$ cat config.mk
export PLATFORM = sky130hd
export DESIGN_NAME = pipelined_mantissa_multiplier
export DESIGN_NICKNAME = d
export VERILOG_FILES = /design/src/rtl/pipelined_mantissa_multiplier_pkg.sv /design/src/rtl/booth_row_gen.sv /design/src/rtl/pipelined_mantissa_multiplier.sv
export SDC_FILE = /design/constraint.sdc
export NUM_CORES = 1
export LEC_CHECK = 0
export CORE_MARGIN = 4
export CORE_UTILIZATION = 31
export CTS_CLUSTER_DIAMETER = 100
export DETAILED_ROUTE_END_ITERATION = 10
export GPL_TIMING_DRIVEN = 0
export SETUP_SLACK_MARGIN = 0.15
export SKIP_LAST_GASP = 1
export SYNTH_ARGS = -nofsm -noshare
export SYNTH_HDL_FRONTEND = slang
export SYNTH_SLANG_ARGS = --single-unit
$ cat constraint.sdc
create_clock -name i_clk -period 2.28 [get_ports i_clk]
set_input_delay 0.456 -clock i_clk [delete_from_list [all_inputs] [get_ports i_clk]]
set_output_delay 0.456 -clock i_clk [all_outputs]
set_load 0.01 [all_outputs]
$ cat src/rtl/pipelined_mantissa_multiplier_pkg.sv
// Shared constants and helpers for the pipelined Booth mantissa multiplier.
package pipelined_mantissa_multiplier_pkg;

    // Widest mask ever needed: OUT_W <= 2*MANT_W <= 48.
    localparam int unsigned MASK_MAX_W = 48;

    // Radix-4 Booth digit; the MSB marks a negated multiple.
    typedef enum logic [2:0] {
        BoothZero = 3'd0,
        BoothPos1 = 3'd1,
        BoothPos2 = 3'd2,
        BoothNeg1 = 3'd5,
        BoothNeg2 = 3'd6
    } booth_dig_e;

    function automatic int unsigned booth_rows(input int unsigned mant_w);
        return mant_w / 2 + 1;
    endfunction

    // Number of low product bits dropped to fit the retained width.
    function automatic int unsigned prod_shift(input int unsigned mant_w,
                                               input int unsigned out_w);
        return 2 * mant_w - out_w;
    endfunction

    // All-ones shifted left by 2*prec, cleared above out_w.
    function automatic logic [MASK_MAX_W-1:0] prec_mask(input logic [1:0]  prec,
                                                        input int unsigned out_w);
        logic [MASK_MAX_W-1:0] m;
        m = {MASK_MAX_W{1'b1}} << {prec, 1'b0};
        for (int unsigned i = 0; i < MASK_MAX_W; i++) begin
            if (i >= out_w) m[i] = 1'b0;
        end
        return m;
    endfunction

    // Bits are {b[2i+1], b[2i], b[2i-1]}.
    function automatic booth_dig_e booth_encode(input logic [2:0] bits);
        booth_dig_e d;
        unique case (bits)
            3'b001, 3'b010: d = BoothPos1;
            3'b011:         d = BoothPos2;
            3'b100:         d = BoothNeg2;
            3'b101, 3'b110: d = BoothNeg1;
            default:        d = BoothZero;
        endcase
        return d;
    endfunction

endpackage

$ cat src/rtl/booth_row_gen.sv
// One Booth partial-product row: digit select, weight by 4^ROW, floor shift, precision mask.
module booth_row_gen
    import pipelined_mantissa_multiplier_pkg::*;
#(
    parameter int unsigned MANT_W = 8,
    parameter int unsigned OUT_W  = 11,
    parameter int unsigned ROW    = 0
) (
    input  logic [MANT_W-1:0] i_a,
    input  logic [2:0]        i_bits,
    input  logic [1:0]        i_prec,
    output logic [OUT_W-1:0]  o_row
);
    localparam int unsigned SHIFT  = prod_shift(MANT_W, OUT_W);
    // 2*a*4^(ROW max) needs 2*MANT_W+1 magnitude bits plus sign; one bit of margin.
    localparam int unsigned FULL_W = 2 * MANT_W + 3;

    booth_dig_e               w_dig;
    logic [FULL_W-1:0]        w_mag;
    logic [FULL_W-1:0]        w_val;
    logic signed [FULL_W-1:0] w_shifted;

    // Build the signed row value, then drop SHIFT bits with floor rounding.
    always_comb begin
        w_dig = booth_encode(i_bits);
        w_mag = FULL_W'(i_a);
        if (w_dig == BoothPos2 || w_dig == BoothNeg2) w_mag = w_mag << 1;
        if (w_dig == BoothZero) w_mag = '0;
        w_mag     = w_mag << (2 * ROW);
        w_val     = (w_dig == BoothNeg1 || w_dig == BoothNeg2) ? -w_mag : w_mag;
        w_shifted = $signed(w_val) >>> SHIFT;
        o_row     = OUT_W'(w_shifted) & OUT_W'(prec_mask(i_prec, OUT_W));
    end

endmodule

$ cat src/rtl/pipelined_mantissa_multiplier.sv
// Three-stage approximate Booth multiplier: S1 rows+mask, S2 carry-save, S3 final add.
module pipelined_mantissa_multiplier
    import pipelined_mantissa_multiplier_pkg::*;
#(
    parameter int unsigned MANT_W = 8,
    parameter int unsigned OUT_W  = MANT_W + 3,
    parameter int unsigned TAG_W  = 4
) (
    input  logic              i_clk,
    input  logic              i_rst_n,
    input  logic              i_in_valid,
    output logic              o_in_ready,
    input  logic [MANT_W-1:0] i_in_a,
    input  logic [MANT_W-1:0] i_in_b,
    input  logic [1:0]        i_in_prec,
    input  logic [TAG_W-1:0]  i_in_tag,
    output logic              o_out_valid,
    input  logic              i_out_ready,
    output logic [OUT_W-1:0]  o_out_prod,
    output logic [TAG_W-1:0]  o_out_tag
);
    localparam int unsigned ROWS = booth_rows(MANT_W);

    // b with b[-1] = 0 at the bottom and zero padding above the MSB.
    logic [MANT_W+2:0] w_b_ext;
    logic [OUT_W-1:0]  w_rows [ROWS];
    logic [OUT_W-1:0]  w_csa_sum, w_csa_carry, w_csa_tmp;
    logic              w_s1_en, w_s2_en, w_s3_en;

    logic              r_s1_valid, r_s2_valid, r_s3_valid;
    logic [OUT_W-1:0]  r_s1_rows [ROWS];
    logic [TAG_W-1:0]  r_s1_tag, r_s2_tag, r_s3_tag;
    logic [OUT_W-1:0]  r_s2_sum, r_s2_carry, r_s3_prod;

    assign w_b_ext = {2'b00, i_in_b, 1'b0};

    for (genvar g = 0; g < ROWS; g++) begin : g_row
        booth_row_gen #(
            .MANT_W (MANT_W),
            .OUT_W  (OUT_W),
            .ROW    (g)
        ) u_row (
            .i_a    (i_in_a),
            .i_bits (w_b_ext[2*g+2 -: 3]),
            .i_prec (i_in_prec),
            .o_row  (w_rows[g])
        );
    end

    // A stage may load when it is empty or its content moves on this cycle.
    always_comb begin
        w_s3_en    = !r_s3_valid || i_out_ready;
        w_s2_en    = !r_s2_valid || w_s3_en;
        w_s1_en    = !r_s1_valid || w_s2_en;
        o_in_ready = w_s1_en && i_rst_n;
    end

    // Chain of 3:2 compressors folding all rows into sum/carry.
    always_comb begin
        w_csa_sum   = r_s1_rows[0];
        w_csa_carry = r_s1_rows[1];
        w_csa_tmp   = '0;
        for (int unsigned k = 2; k < ROWS; k++) begin
            w_csa_tmp   = w_csa_sum ^ w_csa_carry ^ r_s1_rows[k];
            w_csa_carry = ((w_csa_sum & w_csa_carry) | (w_csa_sum & r_s1_rows[k]) |
                           (w_csa_carry & r_s1_rows[k])) << 1;
            w_csa_sum   = w_csa_tmp;
        end
    end

    // Valid flags and output registers; reset discards everything in flight.
    always_ff @(posedge i_clk or negedge i_rst_n) begin
        if (!i_rst_n) begin
            r_s1_valid <= 1'b0;
            r_s2_valid <= 1'b0;
            r_s3_valid <= 1'b0;
            r_s3_prod  <= '0;
            r_s3_tag   <= '0;
        end else begin
            if (w_s1_en) r_s1_valid <= i_in_valid;
            if (w_s2_en) r_s2_valid <= r_s1_valid;
            if (w_s3_en) begin
                r_s3_valid <= r_s2_valid;
                if (r_s2_valid) begin
                    r_s3_prod <= r_s2_sum + r_s2_carry;
                    r_s3_tag  <= r_s2_tag;
                end
            end
        end
    end

    // Internal data registers only load alongside a valid beat; no reset needed.
    always_ff @(posedge i_clk) begin
        if (w_s1_en && i_in_valid) begin
            r_s1_rows <= w_rows;
            r_s1_tag  <= i_in_tag;
        end
        if (w_s2_en && r_s1_valid) begin
            r_s2_sum   <= w_csa_sum;
            r_s2_carry <= w_csa_carry;
            r_s2_tag   <= r_s1_tag;
        end
    end

    assign o_out_valid = r_s3_valid;
    assign o_out_prod  = r_s3_prod;
    assign o_out_tag   = r_s3_tag;

endmodule
==> run summary, run 1 <==
Setup violators final - 0
Met2 GRT Util - 21.1%
Worst vdd ir - 0.000484 V
Clock slew at reported path FFs - 0.07 ns
Clock sinks - 96
Drt via density - 5.00
Maximum number of pins on one net before global-route repair - 56
Worst Path Max Fanout - 8
Clock Latency Late Sink - 0.35 ns
Root Driver - clkbuf_16
Core area - 0.0188 mm^2
Ranking of synthesized cells by area - edfxtp_1 (39%), fa_1 (9.1%), dfrtp_1 (7.6%), xnor2_1 (3.4%), a21oi_1 (2.9%)
Reg2Reg Launch Point - r_s1_rows[28]$_DFFE_PP_
Crit share post-route - 94.0%
Syn_nets - 610
Post-Route WL - 14500 um
Peak Freq - 467 MHz
Post-synth EDFFs - 78
Port Buffers - 36
Min-delay worst type - in2async
Mapped cell area - 0.00596 mm^2
Post-synth ARST share - 18.8%
Dpl cells - 843
Setup crit start kind - primary input
Power per cell area - 756 mW/mm^2
DP Wirelength - 10500 um
Total Power - 5.63 mW
DIE HEIGHT - 147 um
Clk buf depth - 2
Final Hold Violating Endpoints - 0
RSZ-0062 raised after global routing - yes
Row cnt - 50
Most Crowded Layer GR - met2
Worst slew margin - 31.6%
RePlAce Congestion - 0.934
Clock skew - 0.00784 ns
Avg Cell Area, Syn - 10.9 um^2
Drt first pass iters - 5
Initial core utilization - 31.7%
Critical path type - in2reg
Met3 usage - 2.75%
WL/cell - 16.5 um
Final core occ - 39.5%
CTS tree - done
Antenna viol nets, final - 0
Yosys warning total - 0
Vias in the first global route - 4247
DIE WIDTH - 147 um
P&R area growth vs syn - 24.8%
Biggest area consumer among synthesized cells - edfxtp_1
Sequential share of the synthesized area - 46.8%
Reg2reg path depth - 3
Worst Path Arrival - 2.23 ns
Worst setup endpoint - r_s1_rows[29]$_DFFE_PP_
Reg2reg end - r_s2_sum[6]$_DFFE_PP_
Setup crit end kind - register
First-pass GRT wire length - 23500 um
H-tree depth - 3
Pleak - 2.85 nW
Most used DFF post-synth - edfxtp_1
# DRC - 0
Status - complete, no violations
Worst path required time - 2.37 ns
Max-cap violations - 0
Initial antenna violation count - 0
DR vias - 4417
Final Max Slew Viols - 0
Drt initial violations - 344
Top-area cell type share of the netlist area - 39.3%
Die footprint - 0.0215 mm^2
Tightest Pin Transition - 1.03 ns
Worst Setup SP - i_in_a[4]
# IOs - 43
Setup slack, reg-to-reg - 0.16 ns
Layout cell share with drive strength beyond 1 - 19.4%
Yosys reg bits - 96
All-Layer GR Usage - 13.8%
Final Net Count - 681
Final worst path period need - 2.14 ns
CTS buffer count - 9
Post-synth top cells - edfxtp_1 (78), nand2_1 (44), nor2_1 (37)
Synth cell types - 66
Grt met1 use - 19.2%
Cells after Synth - 547
Most frequent cell after synthesis - edfxtp_1
Fin cells - 883
Total gr overflow - 0
Diodes inserted - 0
## flip-flops by register name (all words and copies together) (netlist names)
register	flops
r_s2_sum	11
r_s1_rows	51
r_s1_valid	1
o_out_prod	11
r_s2_valid	1
r_s1_tag	4
r_s2_tag	4
o_out_valid	1
o_out_tag	4
r_s2_carry	8
## layout make-up
type                       count  area, um^2
timing repair buffer          60         564
fill                        1829       11400
inverter                      25        95.1
buffer                        42         280
tap                          260         325
sequential                    96        2790
clock inverter                 4        26.3
multi-input combinational    384        3090
clock buffer                  12         268
## through the flow
step / setup slack [ns] / instance area [um^2] / TNS, ns / hold WS (ns)
6_report: 0.137 / 7440 / 0 / 0.149
5_1_grt: 0.0903 / 7440 / 0 / 0.169
4_1_cts: 0.126 / 7230 / 0 / 0.155
3_5_place_dp: -0.885 / 6740 / -40.69 / 0.414
3_3_place_gp: -0.833 / 6740 / -33.39 / 0.404
2_1_floorplan: -0.0308 / 6050 / -0.0308 / 0.160
## routing by layer
| layer | vias to the layer above | wire length (um) | part of all wire, % |
|---|---|---|---|
| met1 | 2138 | 6700 | 46 |
| met5 | - | 0 | 0 |
| met4 | 0 | 448 | 3.1 |
| met2 | 142 | 6570 | 45 |
| met3 | 24 | 814 | 5.6 |
| li1 | 2113 | - | - |
## power breakdown
group | total, mW | internal (mW) | switching (mW) | leakage (nW)
Combinational | 1.75 | 0.847 | 0.899 | 1.73
Sequential | 2.43 | 2.29 | 0.135 | 0.979
Clock | 1.46 | 0.835 | 0.621 | 0.144
## worst max-delay path, stage by stage
cell	delay [ns]
clkdlybuf4s15_1	0.36
nor2b_1	0.32
o21bai_1	0.10
a31oi_1	0.28
a21oi_1	0.15
and3_1	0.23
a221o_1	0.33
## kinds of logic (layout without fill, tap and decap cells)
family / after synthesis / after routing / share of synthesized area, %
flip-flops: 96 / 96 / 46.8
adder cells (fa/ha/maj): 37 / 37 / 11.2
AO/OA/AOI/OAI: 136 / 136 / 15.8
buffers and inverters: 67 / 143 / 4.68
AND/OR/NAND/NOR: 159 / 159 / 13.0
multiplexers: 17 / 17 / 3.06
XOR/XNOR: 35 / 35 / 5.46
## worst min path at each step
stage | cells past startpoint | startpoint | slack, ns | endpoint
final | 1 | i_rst_n | 0.15 | o_out_tag[3]$_DFFE_PN0P_
after global routing | 1 | i_rst_n | 0.17 | o_out_tag[3]$_DFFE_PN0P_
after CTS | 1 | i_rst_n | 0.15 | o_out_tag[3]$_DFFE_PN0P_
after detailed placement | 0 | r_s1_tag[2]$_DFFE_PP_ | 0.41 | r_s2_tag[2]$_DFFE_PP_
after global placement | 0 | r_s1_tag[0]$_DFFE_PP_ | 0.40 | r_s2_tag[0]$_DFFE_PP_
after floorplan | 0 | i_rst_n | 0.16 | o_out_prod[0]$_DFFE_PN0P_
## cells in the final DEF (no fill, tap or decap), drive strengths merged, types with 7 or more instances in the layout
master | Yosys | final
nor2b | 17 | 17
a21oi | 34 | 34
fa | 27 | 27
nand3 | 13 | 13
clkdlybuf4s50 | 0 | 24
a21o | 7 | 7
o21ai | 25 | 25
ha | 10 | 10
dfrtp | 18 | 18
xor2 | 12 | 12
buf | 20 | 48
a31oi | 8 | 8
mux2i | 7 | 7
nand2 | 44 | 44
clkbuf | 22 | 33
mux2 | 10 | 10
inv | 24 | 25
xnor2 | 23 | 23
a221oi | 7 | 7
edfxtp | 78 | 78
nor2 | 38 | 38
nor3 | 7 | 7
nand2b | 10 | 10
and2 | 10 | 10
## repair_timing
action,CTS,global route
hold buffers,0,0
pin swaps,27,25
resized for setup,56,36
gates cloned,0,1
setup endpoints to repair,106,35
buffers inserted,11,12
Note: power is estimated with default switching activity, not from simulation.
==> run 2, diff against run 1 <==
--- a/config.mk
+++ b/config.mk
@@ -5,11 +5,13 @@
 export SDC_FILE = /design/constraint.sdc
 export NUM_CORES = 1
 export LEC_CHECK = 0
+export CORE_ASPECT_RATIO = 1.25
 export CORE_MARGIN = 4
 export CORE_UTILIZATION = 31
 export CTS_CLUSTER_DIAMETER = 100
 export DETAILED_ROUTE_END_ITERATION = 10
 export GPL_TIMING_DRIVEN = 0
+export REMOVE_ABC_BUFFERS = 1
 export SETUP_SLACK_MARGIN = 0.15
 export SKIP_LAST_GASP = 1
 export SYNTH_ARGS = -nofsm -noshare
==> run summary, run 2 (synthesis gave the netlist of run 1 again) <==
Clock sinks - 96 (unchanged)
P&R area growth vs syn - 18.9% (was 24.8%)
Switch Pwr - 1.58 mW (was 1.65 mW)
# DRC - 0 (unchanged)
Setup violators final - 0 (unchanged)
First-pass GRT wire length - 20400 um (was 23500 um)
Comb power frac - 29.7% (was 31.0%)
Int Pwr - 3.94 mW (was 3.97 mW)
Met2 GRT Util - 21.3% (was 21.1%)
Root Driver - clkbuf_16 (unchanged)
Vias in the first global route - 4166 (was 4247)
Maximum number of pins on one net before global-route repair - 41 (was 56)
WL/cell - 16.0 um (was 16.5 um)
Worst slew margin - 34.2% (was 31.6%)
DIE WIDTH - 132 um (was 147 um)
Clk buf depth - 2 (unchanged)
Final Max Slew Viols - 0 (unchanged)
CTS hold repair buffers - 0 (unchanged)
Status - complete, no violations (unchanged)
Die footprint - 0.0215 mm^2 (about the same)
Port Buffers - 42 (was 36)
Commonest cells after routing, fill and taps aside - edfxtp_1 (78), nand2_1 (43), nor2_1 (33), a21oi_1 (33), fa_1 (27) (was edfxtp_1 (78), nand2_1 (41), nor2_1 (33), a21oi_1 (33), fa_1 (27))
Row cnt - 56 (was 50)
Worst path required time - 2.35 ns (was 2.37 ns)
Drt initial violations - 455 (was 344)
Most common cell after layout, fill and taps aside - edfxtp_1 (unchanged)
Max-cap violations - 0 (unchanged)
Crit share post-route - 93.6% (was 94.0%)
Critical path type - in2reg (unchanged)
Setup crit end kind - register (unchanged)
Diodes inserted - 0 (unchanged)
Reg2reg path depth - 3 (unchanged)
Drt via density - 5.24 (was 5.00)
Largest stage delay, worst path - 0.32 ns (was 0.36 ns)
DR vias - 4253 (was 4417)
Slowest-stage cell, CP - a221o_1 (was clkdlybuf4s15_1)
Antenna viol nets, final - 0 (unchanged)
Clock slew at reported path FFs - 0.06 ns (was 0.07 ns)
Pleak - 2.66 nW (was 2.85 nW)
Setup crit start kind - primary input (unchanged)
Setup slack, reg-to-reg - 0.16 ns (about the same)
Layout cell share with drive strength beyond 1 - 14.9% (was 19.4%)
Min-delay worst type - in2async (unchanged)
Grt met1 use - 13.5% (was 19.2%)
Power per cell area - 779 mW/mm^2 (was 756 mW/mm^2)
Peak Freq - 469 MHz (was 467 MHz)
Reg2reg end - r_s2_sum[5]$_DFFE_PP_ (was r_s2_sum[6]$_DFFE_PP_)
Reg2Reg Launch Point - r_s1_rows[49]$_DFFE_PP_ (was r_s1_rows[28]$_DFFE_PP_)
Fill count - 1807 (was 1829)
Total Power - 5.52 mW (was 5.63 mW)
Most Crowded Layer GR - met2 (unchanged)
Core area - 0.0188 mm^2 (about the same)
All-Layer GR Usage - 11.6% (was 13.8%)
Sw frac - 28.7% (was 29.4%)
Worst vdd ir - 0.000487 V (was 0.000484 V)
Part of the power in registers - 43.8% (was 43.1%)
H-tree depth - 3 (unchanged)
Worst-path cell chain - buf_12, and3b_2, a21o_1, a22oi_2, ha_2, a21boi_4, and2_4, a31oi_1, a221o_1 (was clkdlybuf4s15_1, nor2b_1, o21bai_1, a31oi_1, a21oi_1, and3_1, a221o_1)
Total gr overflow - 0 (unchanged)
CTS buffer count - 9 (unchanged)
RePlAce Congestion - 0.842 (was 0.934)
Met3 usage - 2.28% (was 2.75%)
Clock Latency Late Sink - 0.33 ns (was 0.35 ns)
Power share of the clock group - 26.5% (was 25.9%)
Initial antenna violation count - 0 (unchanged)
Initial core utilization - 31.6% (was 31.7%)
Final Hold Violating Endpoints - 0 (unchanged)
Tightest Pin Transition - 0.987 ns (was 1.03 ns)
CTS tree - done (unchanged)
# IOs - 43 (unchanged)
Drt first pass iters - 6 (was 5)
Final Net Count - 637 (was 681)
Clock skew - 0.00684 ns (was 0.00784 ns)
Max FFs per register - 51 (unchanged)
Worst Path Arrival - 2.21 ns (was 2.23 ns)
Worst Path Max Fanout - 24 (was 8)
DP Wirelength - 8980 um (was 10500 um)
Post-Route WL - 13000 um (was 14500 um)
DIE HEIGHT - 163 um (was 147 um)
Register name with the most flops - r_s1_rows (unchanged)
Final core occ - 37.6% (was 39.5%)
RSZ-0062 raised after global routing - yes (unchanged)
Final worst path period need - 2.13 ns (was 2.14 ns)
[run 2: changes by cell type in the layout (fill, tap and decap cells not counted), sizes merged]
cell	previous run	this run
buf	48	21
dlymetal6s2s	3	0
clkinv	3	2
dlygate4sd2	4	1
inv	25	26
clkdlybuf4s50	24	25
clkbuf	33	19
clkdlybuf4s15	2	4
[run 2: final cells by class]
class | count | area [um^2] | area share (%)
Clock buffer | 12 | 268 | 3.78
Clock inverter | 4 | 33.8 | 0.477
Inverter | 25 | 95.1 | 1.34
Multi-Input combinational cell | 384 | 2980 | 42.0
Sequential cell | 96 | 2790 | 39.4
Tap cell | 232 | 290 | 4.09
Timing Repair Buffer | 58 | 632 | 8.91
[run 2: what timing repair did]
| action | CTS | global route |
|---|---|---|
| gates resized for setup | 83 | 32 |
| setup endpoints to repair | 51 | 28 |
| gates cloned | 0 | 3 |
| pin swaps | 15 | 18 |
| buffers inserted | 1 | 11 |
[run 2: worst max-delay path: cells and delay by family]
family | cells | cell delay, ns
buf+inv | 1 | 0.13
compound gates | 5 | 0.99
fa+ha+maj | 1 | 0.23
simple gates | 2 | 0.39
[run 2: worst max-delay path by stage]
stage	from	end	slack, ns
floorplan	o_out_valid$_DFFE_PN0P_	r_s1_rows[10]$_SDFFCE_PN0P_	-0.12
global placement	i_in_b[3]	r_s1_rows[29]$_DFFE_PP_	-1.73
detailed placement	i_in_b[5]	r_s1_rows[29]$_DFFE_PP_	-1.87
CTS	i_in_b[4]	r_s1_rows[29]$_DFFE_PP_	0.03
global route	r_s1_rows[49]$_DFFE_PP_	r_s2_sum[5]$_DFFE_PP_	0.08
finish	i_in_b[4]	r_s1_rows[29]$_DFFE_PP_	0.15
[run 2: per-stage QoR]
step / cells / hold WS (ns) / cell area (um^2) / setup TNS, ns / worst slack, ns
finish: 811 / 0.154 / 7090 / 0 / 0.146
global route: 811 / 0.175 / 7090 / 0 / 0.0849
detailed placement: 780 / 0.405 / 6510 / -48.86 / -1.87
CTS: 797 / 0.156 / 6870 / 0 / 0.0331
global placement: 779 / 0.407 / 6490 / -104.21 / -1.73
floorplan: 505 / 0.160 / 5780 / -6.36 / -0.115
[run 2: per-layer routing]
metal / up-vias / wire length [um]
li1: 2020 / -
met5: - / 0
met1: 2068 / 5180
met2: 142 / 6850
met3: 23 / 669
met4: 0 / 304
[run 2: power by group through the flow]
stage / Sequential, mW / Combinational (mW) / Clock, mW
final: 2.42 / 1.64 / 1.46
after global routing: 2.46 / 1.87 / 1.58
after CTS: 2.43 / 1.61 / 1.51
after detailed placement: 2.46 / 1.60 / 0
after global placement: 2.45 / 1.55 / 0
after floorplan: 2.49 / 0.947 / 0
